`src/rtl/riscv_pkg.sv`:
```
// Shared RV32I control-field definitions: operation classes, opcodes, and
// ALU/memory/branch codes common to the decoder and the encoder.
package riscv_pkg;

  typedef enum logic [3:0] {
    ClsR      = 4'd0,
    ClsIArith = 4'd1,
    ClsLoad   = 4'd2,
    ClsStore  = 4'd3,
    ClsBranch = 4'd4,
    ClsJal    = 4'd5,
    ClsJalr   = 4'd6,
    ClsLui    = 4'd7,
    ClsAuipc  = 4'd8
  } op_class_t;

  localparam logic [6:0] OpR      = 7'b0110011;
  localparam logic [6:0] OpImm    = 7'b0010011;
  localparam logic [6:0] OpLoad   = 7'b0000011;
  localparam logic [6:0] OpStore  = 7'b0100011;
  localparam logic [6:0] OpBranch = 7'b1100011;
  localparam logic [6:0] OpJal    = 7'b1101111;
  localparam logic [6:0] OpJalr   = 7'b1100111;
  localparam logic [6:0] OpLui    = 7'b0110111;
  localparam logic [6:0] OpAuipc  = 7'b0010111;

  localparam logic [3:0] AluAdd  = 4'b0000;
  localparam logic [3:0] AluSub  = 4'b0001;
  localparam logic [3:0] AluAnd  = 4'b0010;
  localparam logic [3:0] AluOr   = 4'b0011;
  localparam logic [3:0] AluXor  = 4'b0100;
  localparam logic [3:0] AluSll  = 4'b0101;
  localparam logic [3:0] AluSrl  = 4'b0110;
  localparam logic [3:0] AluSra  = 4'b0111;
  localparam logic [3:0] AluSlt  = 4'b1000;
  localparam logic [3:0] AluSltu = 4'b1001;

  localparam logic [2:0] MemB  = 3'b000;
  localparam logic [2:0] MemH  = 3'b001;
  localparam logic [2:0] MemW  = 3'b010;
  localparam logic [2:0] MemBu = 3'b011;
  localparam logic [2:0] MemHu = 3'b100;

  localparam logic [2:0] BrBeq  = 3'b001;
  localparam logic [2:0] BrBne  = 3'b010;
  localparam logic [2:0] BrBlt  = 3'b011;
  localparam logic [2:0] BrBge  = 3'b100;
  localparam logic [2:0] BrBltu = 3'b101;
  localparam logic [2:0] BrBgeu = 3'b110;

endpackage

```
`src/rtl/instr_encode_comb.sv`:
```
// Pure combinational mapping from decoded control fields to an RV32I word plus
// an illegal flag. INSTR_ENCODER_IMM_CHECK_EN adds immediate range checking.
module instr_encode_comb
  import riscv_pkg::*;
(
  input  logic [3:0]  i_class,
  input  logic [3:0]  i_alu,
  input  logic [2:0]  i_memop,
  input  logic [2:0]  i_branch,
  input  logic [4:0]  i_rd,
  input  logic [4:0]  i_rs1,
  input  logic [4:0]  i_rs2,
  input  logic [31:0] i_imm,
  output logic [31:0] o_word,
  output logic        o_illegal
);

  logic [2:0] w_alu_f3;
  logic [2:0] w_ld_f3;
  logic [2:0] w_br_f3;
  logic [6:0] w_f7;
  logic       w_shift;
  logic       w_fld_bad;

  assign w_f7    = ((i_alu == AluSub) || (i_alu == AluSra)) ? 7'h20 : 7'h00;
  assign w_shift = (i_alu == AluSll) || (i_alu == AluSrl) || (i_alu == AluSra);

  always_comb begin
    case (i_alu)
      AluAdd, AluSub: w_alu_f3 = 3'd0;
      AluSll:         w_alu_f3 = 3'd1;
      AluSlt:         w_alu_f3 = 3'd2;
      AluSltu:        w_alu_f3 = 3'd3;
      AluXor:         w_alu_f3 = 3'd4;
      AluSrl, AluSra: w_alu_f3 = 3'd5;
      AluOr:          w_alu_f3 = 3'd6;
      default:        w_alu_f3 = 3'd7;
    endcase
    case (i_memop)
      MemB:    w_ld_f3 = 3'd0;
      MemH:    w_ld_f3 = 3'd1;
      MemW:    w_ld_f3 = 3'd2;
      MemBu:   w_ld_f3 = 3'd4;
      default: w_ld_f3 = 3'd5;
    endcase
    case (i_branch)
      BrBne:   w_br_f3 = 3'd1;
      BrBlt:   w_br_f3 = 3'd4;
      BrBge:   w_br_f3 = 3'd5;
      BrBltu:  w_br_f3 = 3'd6;
      BrBgeu:  w_br_f3 = 3'd7;
      default: w_br_f3 = 3'd0;
    endcase
  end

  always_comb begin
    o_word    = '0;
    w_fld_bad = 1'b0;
    case (i_class)
      ClsR: begin
        w_fld_bad = i_alu > AluSltu;
        o_word    = {w_f7, i_rs2, i_rs1, w_alu_f3, i_rd, OpR};
      end
      ClsIArith: begin
        w_fld_bad = (i_alu > AluSltu) || (i_alu == AluSub);
        o_word    = w_shift ? {w_f7, i_imm[4:0], i_rs1, w_alu_f3, i_rd, OpImm}
                            : {i_imm[11:0], i_rs1, w_alu_f3, i_rd, OpImm};
      end
      ClsLoad: begin
        w_fld_bad = i_memop > MemHu;
        o_word    = {i_imm[11:0], i_rs1, w_ld_f3, i_rd, OpLoad};
      end
      ClsStore: begin
        w_fld_bad = i_memop > MemW;
        o_word    = {i_imm[11:5], i_rs2, i_rs1, i_memop, i_imm[4:0], OpStore};
      end
      ClsBranch: begin
        w_fld_bad = (i_branch == 3'b000) || (i_branch == 3'b111);
        o_word    = {i_imm[12], i_imm[10:5], i_rs2, i_rs1, w_br_f3, i_imm[4:1], i_imm[11],
                     OpBranch};
      end
      ClsJal:   o_word = {i_imm[20], i_imm[10:1], i_imm[11], i_imm[19:12], i_rd, OpJal};
      ClsJalr:  o_word = {i_imm[11:0], i_rs1, 3'b000, i_rd, OpJalr};
      ClsLui:   o_word = {i_imm[31:12], i_rd, OpLui};
      ClsAuipc: o_word = {i_imm[31:12], i_rd, OpAuipc};
      default:  w_fld_bad = 1'b1;
    endcase
  end

`ifdef INSTR_ENCODER_IMM_CHECK_EN
  logic w_imm_bad;

  function automatic logic fits_signed(logic [31:0] v, int unsigned bits);
    return ($signed(v) >= -(32'sd1 <<< (bits - 1))) && ($signed(v) < (32'sd1 <<< (bits - 1)));
  endfunction

  always_comb begin
    w_imm_bad = 1'b0;
    case (i_class)
      ClsIArith: w_imm_bad = w_shift ? (i_imm[31:5] != '0) : !fits_signed(i_imm, 12);
      ClsLoad, ClsStore, ClsJalr: w_imm_bad = !fits_signed(i_imm, 12);
      ClsBranch: w_imm_bad = !fits_signed(i_imm, 13) || i_imm[0];
      ClsJal:    w_imm_bad = !fits_signed(i_imm, 21) || i_imm[0];
      default:   w_imm_bad = 1'b0;
    endcase
  end

  assign o_illegal = w_fld_bad | w_imm_bad;
`else
  assign o_illegal = w_fld_bad;
`endif

endmodule

```
`src/rtl/instr_encoder.sv`:
```
// RV32I instruction encoder: fields in over valid/ready, {word, address} out of a
// single register slice. Build with INSTR_ENCODER_IMM_CHECK_EN to reject wide immediates.
module instr_encoder
  import riscv_pkg::*;
#(
  parameter int unsigned            ADDR_WIDTH = 32,
  parameter logic [ADDR_WIDTH-1:0]  BASE_ADDR  = '0
) (
  input  logic                  clk,
  input  logic                  rst,
  input  logic                  clear,
  input  logic                  in_valid,
  output logic                  in_ready,
  input  logic [3:0]            in_class,
  input  logic [3:0]            in_alu,
  input  logic [2:0]            in_memop,
  input  logic [2:0]            in_branch,
  input  logic [4:0]            in_rd,
  input  logic [4:0]            in_rs1,
  input  logic [4:0]            in_rs2,
  input  logic [31:0]           in_imm,
  output logic                  out_valid,
  input  logic                  out_ready,
  output logic [31:0]           out_word,
  output logic [ADDR_WIDTH-1:0] out_addr,
  output logic                  err,
  output logic [7:0]            err_count
);

  logic [31:0]           w_word;
  logic                  w_illegal;
  logic                  w_in_hs;
  logic                  w_out_hs;
  logic                  r_valid;
  logic [31:0]           r_word;
  logic [ADDR_WIDTH-1:0] r_addr;
  logic                  r_err;
  logic [7:0]            r_err_count;

  instr_encode_comb u_encode (
    .i_class   (in_class),
    .i_alu     (in_alu),
    .i_memop   (in_memop),
    .i_branch  (in_branch),
    .i_rd      (in_rd),
    .i_rs1     (in_rs1),
    .i_rs2     (in_rs2),
    .i_imm     (in_imm),
    .o_word    (w_word),
    .o_illegal (w_illegal)
  );

  assign in_ready = !r_valid || out_ready;
  assign w_in_hs  = in_valid && in_ready;
  assign w_out_hs = r_valid && out_ready;

  // clear wins over both handshakes; the accepted input is dropped without side effects.
  always_ff @(posedge clk) begin
    if (rst) begin
      r_valid     <= 1'b0;
      r_word      <= '0;
      r_addr      <= BASE_ADDR;
      r_err       <= 1'b0;
      r_err_count <= '0;
    end else if (clear) begin
      r_valid <= 1'b0;
      r_addr  <= BASE_ADDR;
    end else begin
      if (w_out_hs) begin
        r_valid <= 1'b0;
        r_addr  <= r_addr + ADDR_WIDTH'(4);
      end
      if (w_in_hs) begin
        if (!w_illegal) begin
          r_valid <= 1'b1;
          r_word  <= w_word;
        end else begin
          r_err <= 1'b1;
          if (r_err_count != 8'hFF) r_err_count <= r_err_count + 8'd1;
        end
      end
    end
  end

  assign out_valid = r_valid;
  assign out_word  = r_word;
  assign out_addr  = r_addr;
  assign err       = r_err;
  assign err_count = r_err_count;

endmodule

```
`config.mk`:
```
export PLATFORM = sky130hd
export DESIGN_NAME = instr_encoder
export DESIGN_NICKNAME = d
export VERILOG_FILES = /design/src/rtl/riscv_pkg.sv /design/src/rtl/instr_encode_comb.sv /design/src/rtl/instr_encoder.sv
export SDC_FILE = /design/constraint.sdc
export NUM_CORES = 1
export LEC_CHECK = 0
export BUFFER_PORTS_ARGS = -buffer_cell sky130_fd_sc_hd__buf_2
export CAP_MARGIN = 15
export CORE_ASPECT_RATIO = 1.2
export CORE_UTILIZATION = 50
export DETAILED_ROUTE_END_ITERATION = 10
export PLACE_DENSITY = 0.8
export SLEW_MARGIN = 20
export SYNTH_ARGS = -nofsm -noshare
export SYNTH_HDL_FRONTEND = slang
export SYNTH_SLANG_ARGS = --single-unit
```
`constraint.sdc`:
```
create_clock -name clk -period 2.7 [get_ports clk]
set_clock_uncertainty 0.1 [all_clocks]
set_input_delay 0.135 -clock clk [delete_from_list [all_inputs] [get_ports clk]]
set_output_delay 0.135 -clock clk [all_outputs]
set_load 0.02 [all_outputs]
```
==> results of run 1 <==
==> how the worst max path moves through the flow <==
stage | slack (ns) | to | depth (start not counted) | from
finish | 0.53 | err_count[3] | 8 | out_ready
global route | 0.38 | out_addr[31] | 6 | out_addr[14]
CTS | 0.54 | err_count[3] | 8 | out_ready
detailed placement | 0.49 | err_count[7] | 6 | in_class[0]
global placement | 0.62 | err_count[7] | 6 | in_class[0]
floorplan | 0.57 | out_addr[22] | 8 | out_addr[2]
==> kinds of logic (layout without fill, tap and decap cells) <==
group                      count (synthesis)  in the layout  synth area share, %
other                                      1              2               0.0945
muxes                                     16             16                 4.35
adders and majority gates                  2              2                0.631
AOI/OAI and AO/OA                        121            121                 21.4
xor gates and xnor gates                  32             32                 7.06
buffers and inverters                     47            173                 5.52
DFF                                       71             71                 35.8
and+or+nand+nor                          195            195                 25.1
==> metal layers <==
| layer | global-route usage, % | wire, um |
|---|---|---|
| met1 | 29.3 | 4310 |
| met2 | 44.7 | 5380 |
| met3 | 3.73 | 558 |
| met4 | 7.82 | 145 |
| met5 | 0 | 0 |
==> state kept, by name, summed over array words and instances (netlist names) <==
signal and cells:
out_word 31, err_count 8, out_valid 1, err 1, out_addr 30
==> power breakdown <==
group          internal [W]  switching [W]  total, W  leakage, nW
registers           0.00107      0.0000166   0.00109        0.575
clock network      0.000450       0.000389  0.000839       0.0916
logic              0.000156       0.000244  0.000400         1.35
==> Yosys cell counts, drive strengths merged (11+ instances only) <==
cell and n:
nor2 84, dfxtp 71, a21oi 33, a211oi 32, buf 22, xor2 22, nand2 20, nor3 18
clkbuf 17, o21ai 16, mux2i 15, nor2b 14, nand3 13, nand4 11
==> cells in the final DEF, fill, tap and decap left out, drive strengths merged, types with 4 or more instances in the layout <==
master / count
a211oi: 32
a21oi: 33
a221oi: 10
a22oi: 5
a311oi: 4
a31oi: 5
and3: 6
and4: 4
buf: 145
clkbuf: 11
dfxtp: 71
dlygate4sd3: 4
inv: 8
mux2i: 15
nand2: 20
nand2b: 4
nand3: 13
nand4: 11
nor2: 84
nor2b: 14
nor3: 18
o21ai: 16
o22ai: 6
or3: 6
xnor2: 10
xor2: 22
==> metrics by stage <==
stage,util (%),total power [W],area [um2]
finish,63.8,0.00233,4890
global route,63.8,0.00243,4890
CTS,63.8,0.00234,4890
detailed placement,60.7,0.00151,4650
global placement,60.7,0.00149,4650
floorplan,-,0.00137,3970
==> final cells by class <==
| class | count | share of cell area, % |
|---|---|---|
| clock inverter | 5 | 1.18 |
| inverter | 8 | 0.614 |
| tap | 92 | 2.35 |
| clock buffer | 11 | 2.89 |
| sequential | 71 | 29.1 |
| timing repair buffer | 149 | 16.3 |
| multi-input combinational | 368 | 47.6 |
==> worst reg2reg max path, cell delays in order, from the launching register on <==
cell	delay [ns]
sky130_fd_sc_hd__dfxtp_1	0.42
sky130_fd_sc_hd__and4_1	0.30
sky130_fd_sc_hd__nand4_1	0.17
sky130_fd_sc_hd__nor4_2	0.60
sky130_fd_sc_hd__nand4_1	0.20
sky130_fd_sc_hd__xor2_1	0.17
sky130_fd_sc_hd__nor2_1	0.05
==> run summary, run 1 <==
Setup violations remaining at the end of the flow were counted as 0. The synthesized netlist occupies a cell area of 3970 um2. The tools report the worst flop-to-flop path startpoint as out_addr[13]. The number of antenna diodes in the final layout is 0. Entering global routing, the biggest net connects 54 pins.

The number of max-slew violations in the final report is 0, and the power per standard cell area is 476 nW/um2. In this run the horizontal extent of the chip is 83.3 um. After routing, the total negative slack on setup checks comes to 0 ns. After detailed routing, the total wire length is 10400 um. Once the floorplan was initialized, standard cells occupied 51.8% of the core. The setup fix buffers added after clock tree synthesis was 0; the depth of the worst register-to-register path was 6. The placed instance count came out at 684.

The library cell used as clock root buffer was sky130_fd_sc_hd__clkbuf_8. At the placement stage, the worst setup path has a slack of 0.495 ns. Port buffering added 138 buffers. The biggest area contributor in the post-synthesis netlist is sky130_fd_sc_hd__dfxtp_1.

The tool flagged a number of max-cap violations equal to 0. In this run the remaining antenna-violating nets after routing total 0. The worst-case IR drop observed on VDD is 0.000366 V.

The critical path contains buffers and inverters numbering 2 combined. The area taken by flip-flops and latches was 1420 um2. The mean routed wirelength per cell is 14.8 um. The total routing usage reported by global routing was 24.5%. Along the worst path, the maximum fanout reaches 10. The logs give 35 for the count of standard-cell rows and 485 for the post-synthesis cell count. The clock passes through at most 2 buffers. Weighted congestion reported at the end of routability-driven placement: 0.886. The flip-flop cell with the highest count after synthesis was sky130_fd_sc_hd__dfxtp_1. The transition time at the pin with the least slew margin was 0.586 ns. Top cell family by delay on the critical path: simple AND/OR/NAND/NOR gates. For the required time at the worst-slack endpoint, the log shows 2.88 ns.

In the finished design, the share of the clock period the worst path needs comes to 80.3%. The number of antenna violations at the first check in global routing came out at 0. For the number of fillers in the final layout, the log shows 682.

For the global-route wire length before repair, the log shows 16700 um. The endpoint of the worst register-to-register path is out_addr[23]. The worst hold path begins at in_imm[24]. 141 I/O pins were placed.

Number of synthesized register bits: 71. After detailed routing, the number of vias per cell comes to 5.78. The number of sinks handled by clock tree synthesis was 71. The worst hold path terminates at out_word[24]. In this run the mean area of a mapped cell was 8.18 um2. TritonCTS built the clock tree.

The detailed-routing iteration count for the pre-antenna-repair pass was 4. The largest stage delay on the critical path came out at 0.52 ns. For the number of endpoints with negative hold slack in the final report, the log shows 0. The fraction of post-synthesis cell area in the top cell type by area is 35.8%, and the maximum operating frequency is 461 MHz. Along the worst hold path, the cell count comes to 3. For this run, the number of standard cells in the final layout without fillers is 704. The run gives 0 as the count of synthesis-stage warnings from yosys. The tools report the via count of the first global-routing pass as 3688.

Synthesis instantiated 58 different standard cells from the library. For flop-to-flop paths, the worst setup slack is 0.57 ns. Clock latency on the worst-skew pair, taken at its later pin, is 0.34 ns. The run gives 675 as the final-stage net count. Yosys attributes the largest share of cell area to sky130_fd_sc_hd__dfxtp_1 36%, sky130_fd_sc_hd__nor2_1 7.9%, sky130_fd_sc_hd__a211oi_1 5.9%, sky130_fd_sc_hd__xor2_1 4.9%, sky130_fd_sc_hd__a21oi_1 4.2%. Sequential cells were found to cover 35.8% of the synthesized design area. The remaining routing DRC violations came out at 0. In this run the static leakage power is 2.02 nW. Standard cell with the maximum stage delay on the critical path: sky130_fd_sc_hd__dlygate4sd3_1.

The area growth from synthesis to layout is 23.3%. Traced cell by cell, the critical path runs through dlygate4sd3_1, buf_2, nand2b_1, nand3b_1, a31oi_1, o21ai_4, or3_1, a21oi_1. The worst setup path is captured at a register. The detailed-placement wirelength estimate came out at 7790 um. The logs give 2330 um2 for the area of the multi-input gates and 0 for the sum of overflow across all layers after global routing. In this run, synthesis inferred 0 flip-flops with an integrated enable. The clock-pin slew reported for the worst setup and hold paths after clock tree synthesis works out to 0.08 ns. The run gives 60.6% as the worst slew margin relative to its limit. Data on the critical path arrives at its endpoint at 2.34 ns. The type of the most critical hold path was input pin to register.

The die covers 8300 um2. The post-route netlist has 28.6% of its cells at a drive strength greater than 1. Of all flip-flops after synthesis, the portion carrying an async set or reset was 0%. Buffers inserted to repair hold after CTS numbered 4. Detailed routing inserted a total of 4068 vias. The number of buffers created by CTS is 9. The number of H-tree levels is 3. The first routing iteration left 256 violations. After clock tree synthesis, the repair step resized 0 gates.

Setup slack on the critical path of the routed design comes to 0.532 ns. Hold is met by 0.0376 ns. The type of element launching the critical path was an input pin. After floorplanning, the core was sized to cover 7660 um2.

The floorplan step set the die height to 99.6 um. Setup repair after global routing left no endpoint under its margin. The run finished with clean final reports.

The critical path is of the input pin to register type. The post-layout minimum cycle time came out at 2.17 ns.
Note: power is estimated with default switching activity, not from simulation.
==> run 2: changes to the inputs <==
ABC_AREA = 1   (was default)
CORE_UTILIZATION = 51   (was 50)
clock period = 2 ns   (was 2.7 ns; I/O delays follow)
==> run summary, run 2 <==
In this run the standard cell core region covers 8150 um2. Clock tree synthesis found a total of 71 sinks. The tools report the number of antenna violations at the first check in global routing as 0.

The most area-hungry cell type in the Yosys netlist is sky130_fd_sc_hd__dfxtp_1. Entering global routing, the biggest net connects 40 pins. The maximum operating frequency is 537 MHz. Measured on the finished design, the core utilization comes to 64.9%.

Fraction of the mapped netlist area in adder cells: 0.583%. In the post-route analysis, the smallest setup slack over all paths is 0.137 ns. The area fraction in compound gates after synthesis was 13.4%. Hold timing on the final database bottoms out at a slack of 0.00574 ns. In this run the static leakage power is 2.45 nW.

Multiplexer cells account for 0% of the synthesized area. At the placement stage, the worst setup path has a slack of 0.105 ns. Walking the worst path, the cells encountered are ha_1, nand3_1, nor2_4, nand3_1, nor2_2, nand4_1, o21ai_0, nor2_1. The type of the most critical hold path was input pin to register. Of all flip-flops after synthesis, the portion carrying an async set or reset was 0%.

The full die area was 8790 um2; the share of the cycle needed by the critical path after routing was 93.1%. The height of the chip is 103 um. Post-CTS timing repair inserted 0 buffers for setup. Among all flip-flop cells after synthesis, the most frequent one is sky130_fd_sc_hd__dfxtp_1. For the pin with the worst max-slew slack, the measured transition is 0.529 ns. Synthesis produced a netlist whose cell count is 712. Power per standard cell area: 544 nW/um2. TritonCTS built the clock tree. After detailed routing, the number of vias per cell comes to 5.13. The arrival time at the worst endpoint came out at 2.00 ns.

The layout cell share with drive strength beyond 1 is 21.7%, and the area of all placed cells without fillers is 5290 um2. The number of endpoints with negative hold slack in the final report came out at 0. Largest stage delay on the critical path: 0.41 ns. The worst register-to-register path has a setup slack of 0.14 ns. The leading cell type by number of instances after synthesis is sky130_fd_sc_hd__nand2_1. The combinational family with the most area after synthesis was simple AND/OR/NAND/NOR gates.

After Yosys synthesis, XOR and XNOR cells account for 2.24% of the synthesized area. The tools report the met2 global-route usage as 48.9%. Global routing consumed, on the met3 layer, 4.48% of the routing resources. The tools report the total wire length after detailed routing as 12000 um. In the layout the commonest cells are 269 x sky130_fd_sc_hd__nand2_1, 138 x sky130_fd_sc_hd__buf_2, 80 x sky130_fd_sc_hd__a21oi_1, 77 x sky130_fd_sc_hd__nor2_1, 71 x sky130_fd_sc_hd__dfxtp_1. Setup violations remaining at the end of the flow were counted as 0.

Clock tree synthesis selected as its root buffer the cell sky130_fd_sc_hd__clkbuf_8. For the reported max-cap violation count, the log shows 0. The run gives 9 as the number of buffers created by CTS.

The count of standard-cell rows is 36. Yosys printed 0 warnings. On the critical path, the stage with the largest delay is an instance of sky130_fd_sc_hd__dfxtp_1. The logs give 192 for the number of violations reported at the end of detailed-routing iteration 0 and 9300 um for the detailed-placement wirelength estimate. The die is 85.8 um wide. Once placement finished, the instance area stood at 5090 um2.

The run finished with clean final reports. Across the VDD grid, the largest voltage drop is 0.000275 V. The filler cells instantiated in the layout total 801. The run gives 35 as the number of different library cells in the post-synthesis netlist.

Of the synthesized area, sequential elements account for 33.1%. For this configuration, the core starts out at a cell density of 52.7%. Routability-driven placement finished with a final weighted congestion of 1.00. The met1 routing resource usage after global routing is 32.8%, and the peak fanout along the critical path is 5. Setup repair after global routing left no endpoint under its margin.

Across all layers, the routed design uses 4989 vias. The number of max-slew violations in the final report was 0. For this run, the total global-route usage over all layers was measured as 27.5%. Counting flops with a built-in enable in the synthesized netlist gives 0. In this run the biggest area consumer among cell types represents 33.1% of the synthesized area. The remaining routing DRC violations was 0. The worst setup path is of the register to register kind. Via count of the first global-routing pass: 4467. Relative to the synthesized area, the layout overhead comes to 23.3%. The clock passes through at most 2 buffers.

The number of synthesized register bits came out at 71. Top cell family by delay on the critical path: simple AND/OR/NAND/NOR gates. The post-layout minimum cycle time came out at 1.86 ns. In the final design database the tool counted 923 nets. STA classifies the critical path startpoint as a register. The number of buffers added on ports was 138. Leading cell type in the layout, fill and taps excluded: sky130_fd_sc_hd__nand2_1.

The global routing stage identified its most utilized layer as met2. The simple-gate portion of the synthesized area was 41.9%. The number of diodes added for antenna fixing is 0. The synthesized area was 4290 um2; the number of flip-flops in the largest register was 31. The mean post-synth cell area came out at 6.03 um2. Counting both buffers and inverters, the worst setup path holds a total of 0. The critical path capture point type was a register.

The clock-pin slew reported for the worst setup and hold paths after clock tree synthesis works out to 0.08 ns. The tools report the post-route setup TNS as 0 ns. The clock reaches the later pin of the worst-skew pair after 0.34 ns. Summing all multi-input logic gate instances after layout gives 2520 um2.

After global routing the overflow that remains totals 0. The tools report the detailed-routing iteration count for the pre-antenna-repair pass as 7. The number of top-level design ports came out at 141.

By count the netlist is led by 269 x sky130_fd_sc_hd__nand2_1, 80 x sky130_fd_sc_hd__a21oi_1, 78 x sky130_fd_sc_hd__nor2_1. In the final routed layout, each cell accounts on average for 12.4 um. The logs give 64.5% for the worst slew margin relative to its limit and 2.14 ns for the required time at the worst-slack endpoint. The detail route stage leaves a number of antenna-violating nets equal to 0.

The most prevalent standard cell on the critical path is sky130_fd_sc_hd__nand3_1. The area taken by flip-flops and latches was 1420 um2. The global-route wire length before repair was 19400 um. The number of H-tree levels came out at 3. Sorting the synthesized cells by area gives the leading types as sky130_fd_sc_hd__dfxtp_1 33%, sky130_fd_sc_hd__nand2_1 24%, sky130_fd_sc_hd__a21oi_1 9.3%, sky130_fd_sc_hd__nor2_1 6.8%, sky130_fd_sc_hd__inv_1 5.0%.
## run 2: metrics by stage
| step | power [W] | std cells |
|---|---|---|
| after floorplan | 0.00173 | 713 |
| after global placement | 0.00188 | 956 |
| after detailed placement | 0.00189 | 956 |
| after CTS | 0.00289 | 972 |
| after global routing | 0.00300 | 972 |
| final | 0.00288 | 972 |
## run 2: per-layer routing
metal,routed length [um],share of wire [%],up-vias
li1,-,-,2557
met1,4990,41,2222
met2,6030,50,183
met3,690,5.7,27
met4,333,2.8,0
met5,0,0,-
## run 2: worst reg2reg max path: cells and delay by family, from the launching register on
kind | cells | cell delay [ns]
simple gates | 6 | 0.86
fa+ha+maj | 1 | 0.23
flops | 1 | 0.41
compound gates | 1 | 0.17
## run 2: area by class of cell
type / instances / area share (%)
sequential: 71 / 26.8
clock buffer: 13 / 3.00
clock inverter: 1 / 0.0945
tap: 114 / 2.69
timing repair buffer: 150 / 14.8
inverter: 68 / 4.87
multi-input combinational: 555 / 47.6
## run 2: what timing repair did
| item | in CTS | in global routing |
|---|---|---|
| setup endpoints to repair | 0 | 6 |
| hold endpoints to repair | 2 | 0 |
| hold buffers | 2 | 0 |
| gates resized for setup | 0 | 5 |
## run 2: final timing paths
path,from,end,depth (start not counted)
min reg2reg,out_word[23],out_word[23],2
max,out_addr[2],out_addr[26],8
max reg2reg,out_addr[2],out_addr[26],8
min,in_imm[17],out_word[17],5
## run 2: logic make-up (layout without fill, tap and decap cells)
| family | Yosys count | in the layout |
|---|---|---|
| flops | 71 | 71 |
| fa+ha+maj | 2 | 2 |
| simple gates | 429 | 429 |
| other cells | 1 | 2 |
| compound gates | 111 | 111 |
| buf+inv | 87 | 232 |
| xor+xnor | 11 | 11 |
## run 2: power by group
group | total (W) | internal [W] | switching, W
sequential | 0.00145 | 0.00143 | 0.0000116
combinational | 0.000416 | 0.000148 | 0.000267
clock | 0.00102 | 0.000505 | 0.000516
total | 0.00288 | 0.00209 | 0.000795
==> run 3: changes to the inputs <==
--- a/config.mk
+++ b/config.mk
@@ -9,8 +9,10 @@
 export BUFFER_PORTS_ARGS = -buffer_cell sky130_fd_sc_hd__buf_2
 export CAP_MARGIN = 15
+export CELL_PAD_IN_SITES_DETAIL_PLACEMENT = 0
+export CELL_PAD_IN_SITES_GLOBAL_PLACEMENT = 1
 export CORE_ASPECT_RATIO = 1.2
-export CORE_UTILIZATION = 51
+export CORE_UTILIZATION = 34
 export DETAILED_ROUTE_END_ITERATION = 10
-export PLACE_DENSITY = 0.8
+export PLACE_DENSITY_LB_ADDON = 0.1
 export SLEW_MARGIN = 20
 export SYNTH_ARGS = -nofsm -noshare
==> constraint.sdc (replaced) <==
create_clock -name clk -period 2 [get_ports clk]
set_clock_uncertainty 0.1 [all_clocks]
set_input_delay 0.3 -clock clk [delete_from_list [all_inputs] [get_ports clk]]
set_output_delay 0.3 -clock clk [all_outputs]
set_load 0.02 [all_outputs]
==> run summary, run 3 (synthesized netlist as in run 2, its figures left out) <==
The flow ran to the end, and the final reports show no timing, DRC or antenna violations. The signal on the critical path passes through ha_1, nand3_1, nor2_2, nand2_1, nor2_1, and3_1, nand3_1, nand2_1, nor2_1. For the arrival time at the worst endpoint, the log shows 1.97 ns. The run gives 1420 um2 as the area taken by flip-flops and latches. The endpoint of the worst register-to-register path was out_addr[24]. The count of buffering cells on the critical path with inverters included is 0, and the number of fillers in the final layout is 1375. The logs give 4627 for the via count of the first global-routing pass and 0 for the number of max-slew violations in the final report. For the worst setup path, the data required time is 2.12 ns. The power per standard cell area came out at 648 nW/um2. The via-per-instance ratio was 4.78.

The mean routed wirelength per cell was 13.1 um. The height of the chip is 125 um, and the number of violations reported at the end of detailed-routing iteration 0 is 258. For the final routed database, the setup TNS stands at 0 ns. The critical path capture point type was a register. The longest clock path from root to sink contains 2 buffers. The smallest clock period supported by the final layout is computed as 1.85 ns. CTS saw 71 sinks.

The layout cell share with drive strength beyond 1 works out to 22.9%. The logs give 9 for the number of buffers created by CTS and 0 for the number of diodes added for antenna fixing. Top cell family by delay on the critical path: simple AND/OR/NAND/NOR gates. Type of the most critical hold path: input pin to register.

The worst register-to-register path has a depth of 9. The run gives 0.000489 V as the worst voltage drop across the vdd grid. The logs give 0 for the number of antenna violations at the first check in global routing and 10600 um for the detailed-placement wirelength estimate. The register with the most flip-flops in the layout has 31 of them. The leading cell type in the layout, fill and taps excluded is sky130_fd_sc_hd__nand2_1. Global routing used 21.1% of the available tracks across all layers. Number of endpoints with negative hold slack in the final report: 0. Once the floorplan was initialized, standard cells occupied 35.1% of the core. Setup repair after global routing left no endpoint under its margin. Setup violations remaining at the end of the flow were counted as 0. For this run, the post-layout net count is 932.

The floorplan step defined a core boundary enclosing 12200 um2. In this run the horizontal extent of the chip is 105 um. Area overhead of the layout relative to synthesis: 29.6%. The critical path in this run is classified as register to register. The tools report the worst flop-to-flop path startpoint as out_addr[3]. The die covers 13100 um2. The leakage power figure is 2.59 nW. The tool flagged a number of max-cap violations equal to 0.

Along the worst hold path, the cell count comes to 3. In this run the number of H-tree levels came out at 3. The share of the cycle needed by the critical path after routing was 92.4%; the area of the multi-input gates was 2510 um2. In this run the worst path has a maximum fanout of 4.

The type of element launching the critical path is a register. The run gives 40 as the maximum number of pins on one net before global-route repair. The run gives 0 as the remaining routing DRC violations. The largest individual stage delay along the critical path comes from the cell sky130_fd_sc_hd__dfxtp_1. Derived from the worst setup path, the maximum achievable clock frequency is 541 MHz.

Routability-driven placement finished with a final weighted congestion of 0.885. The tree is rooted in a sky130_fd_sc_hd__clkbuf_16. The tightest hold path in the finished design has a slack of 0.165 ns. Buffers placed on the I/O ports in this run total 138.

In this run the core area contains 44 standard-cell rows. The global-route wire length before repair came out at 22200 um. After clock tree synthesis, the clock-pin slew on the worst setup and hold paths is 0.06 ns. The sum of overflow across all layers after global routing was 0; the number of top-level design ports was 141. The first detailed-routing pass took 5 iterations. Buffers added to address setup during post-CTS repair amount to 0. In this run the remaining antenna-violating nets after routing total 0.

TritonCTS built the clock tree. For the worst-skew pair, the clock arrives at the later sink with an insertion delay of 0.33 ns. For this design, the CTS-stage hold fixing added 0 buffers. The number of gates given a new drive strength after cts is 0. The worst hold path terminates at out_valid. The run gives 0.15 ns as the internal reg-to-reg setup slack. In this run the most critical hold path is launched from in_valid. The library cells used most frequently in the layout, excluding fill and tap cells, are 268 x sky130_fd_sc_hd__nand2_1, 138 x sky130_fd_sc_hd__buf_2, 80 x sky130_fd_sc_hd__a21oi_1, 78 x sky130_fd_sc_hd__nor2_1, 71 x sky130_fd_sc_hd__dfxtp_1. For the total wire length after detailed routing, the log shows 13500 um. For this run, the slowest stage of the critical path takes 0.38 ns. Across all layers, the routed design uses 4926 vias.
run 3: changes by cell type in the layout (fill, tap and decap cells not counted), sizes merged:
cell,change
buf,+11
dlygate4sd3,-2
clkbuf,-3
bufinv,+2
clkinv,+3
run 3: area by class of cell:
class	instances	area share (%)
multi-input cells	555	45.2
flip-flops and latches	71	25.5
repair buffers	159	15.2
inverters	68	4.63
clock buffers	10	4.30
well taps	161	3.62
clock inverters	6	1.51
run 3: metrics by stage:
stage	std cells	total power, W	setup slack [ns]	area [um2]	util, %
2_1_floorplan	713	0.00173	0.190	4300	-
3_3_place_gp	1014	0.00190	0.166	5230	42.8
3_5_place_dp	1014	0.00190	0.0556	5230	42.8
4_1_cts	1030	0.00365	0.183	5560	45.5
5_1_grt	1030	0.00377	0.0132	5560	45.5
6_report	1030	0.00361	0.152	5560	45.5
run 3: where the power goes:
part,leakage (nW),internal (W),switching (W),total (W)
Sequential,0.573,0.00144,0.0000141,0.00145
Clock,0.162,0.00112,0.000614,0.00173
Combinational,1.85,0.000149,0.000274,0.000422
run 3: worst max-delay path by stage:
| stage | cells after the start | end | from | slack, ns |
|---|---|---|---|---|
| 5_1_grt | 10 | out_addr[24] | out_addr[3] | 0.01 |
| 3_5_place_dp | 11 | out_word[22] | in_class[0] | 0.06 |
| 6_report | 9 | out_addr[24] | out_addr[3] | 0.15 |
| 4_1_cts | 9 | out_addr[26] | out_addr[3] | 0.18 |
| 2_1_floorplan | 8 | out_addr[26] | out_addr[2] | 0.19 |
| 3_3_place_gp | 10 | out_word[29] | in_class[3] | 0.17 |
run 3: worst reg2reg max path, cell delays in order (launching register included):
cell                      delay, ns
sky130_fd_sc_hd__dfxtp_1       0.38
sky130_fd_sc_hd__ha_1          0.20
sky130_fd_sc_hd__nand3_1       0.13
sky130_fd_sc_hd__nor2_2        0.17
sky130_fd_sc_hd__nand2_1       0.07
sky130_fd_sc_hd__nor2_1        0.21
sky130_fd_sc_hd__and3_1        0.29
sky130_fd_sc_hd__nand3_1       0.09
sky130_fd_sc_hd__nand2_1       0.07
sky130_fd_sc_hd__nor2_1        0.03
run 3: routing by layer:
layer  vias to the layer above  routed length, um  GRT usage [%]
met5                         -                  0              0
met4                         0                222           7.04
met3                        12                608           3.55
met2                       122               7080           39.0
met1                      2212               5550           24.5
li1                       2580                  -              -
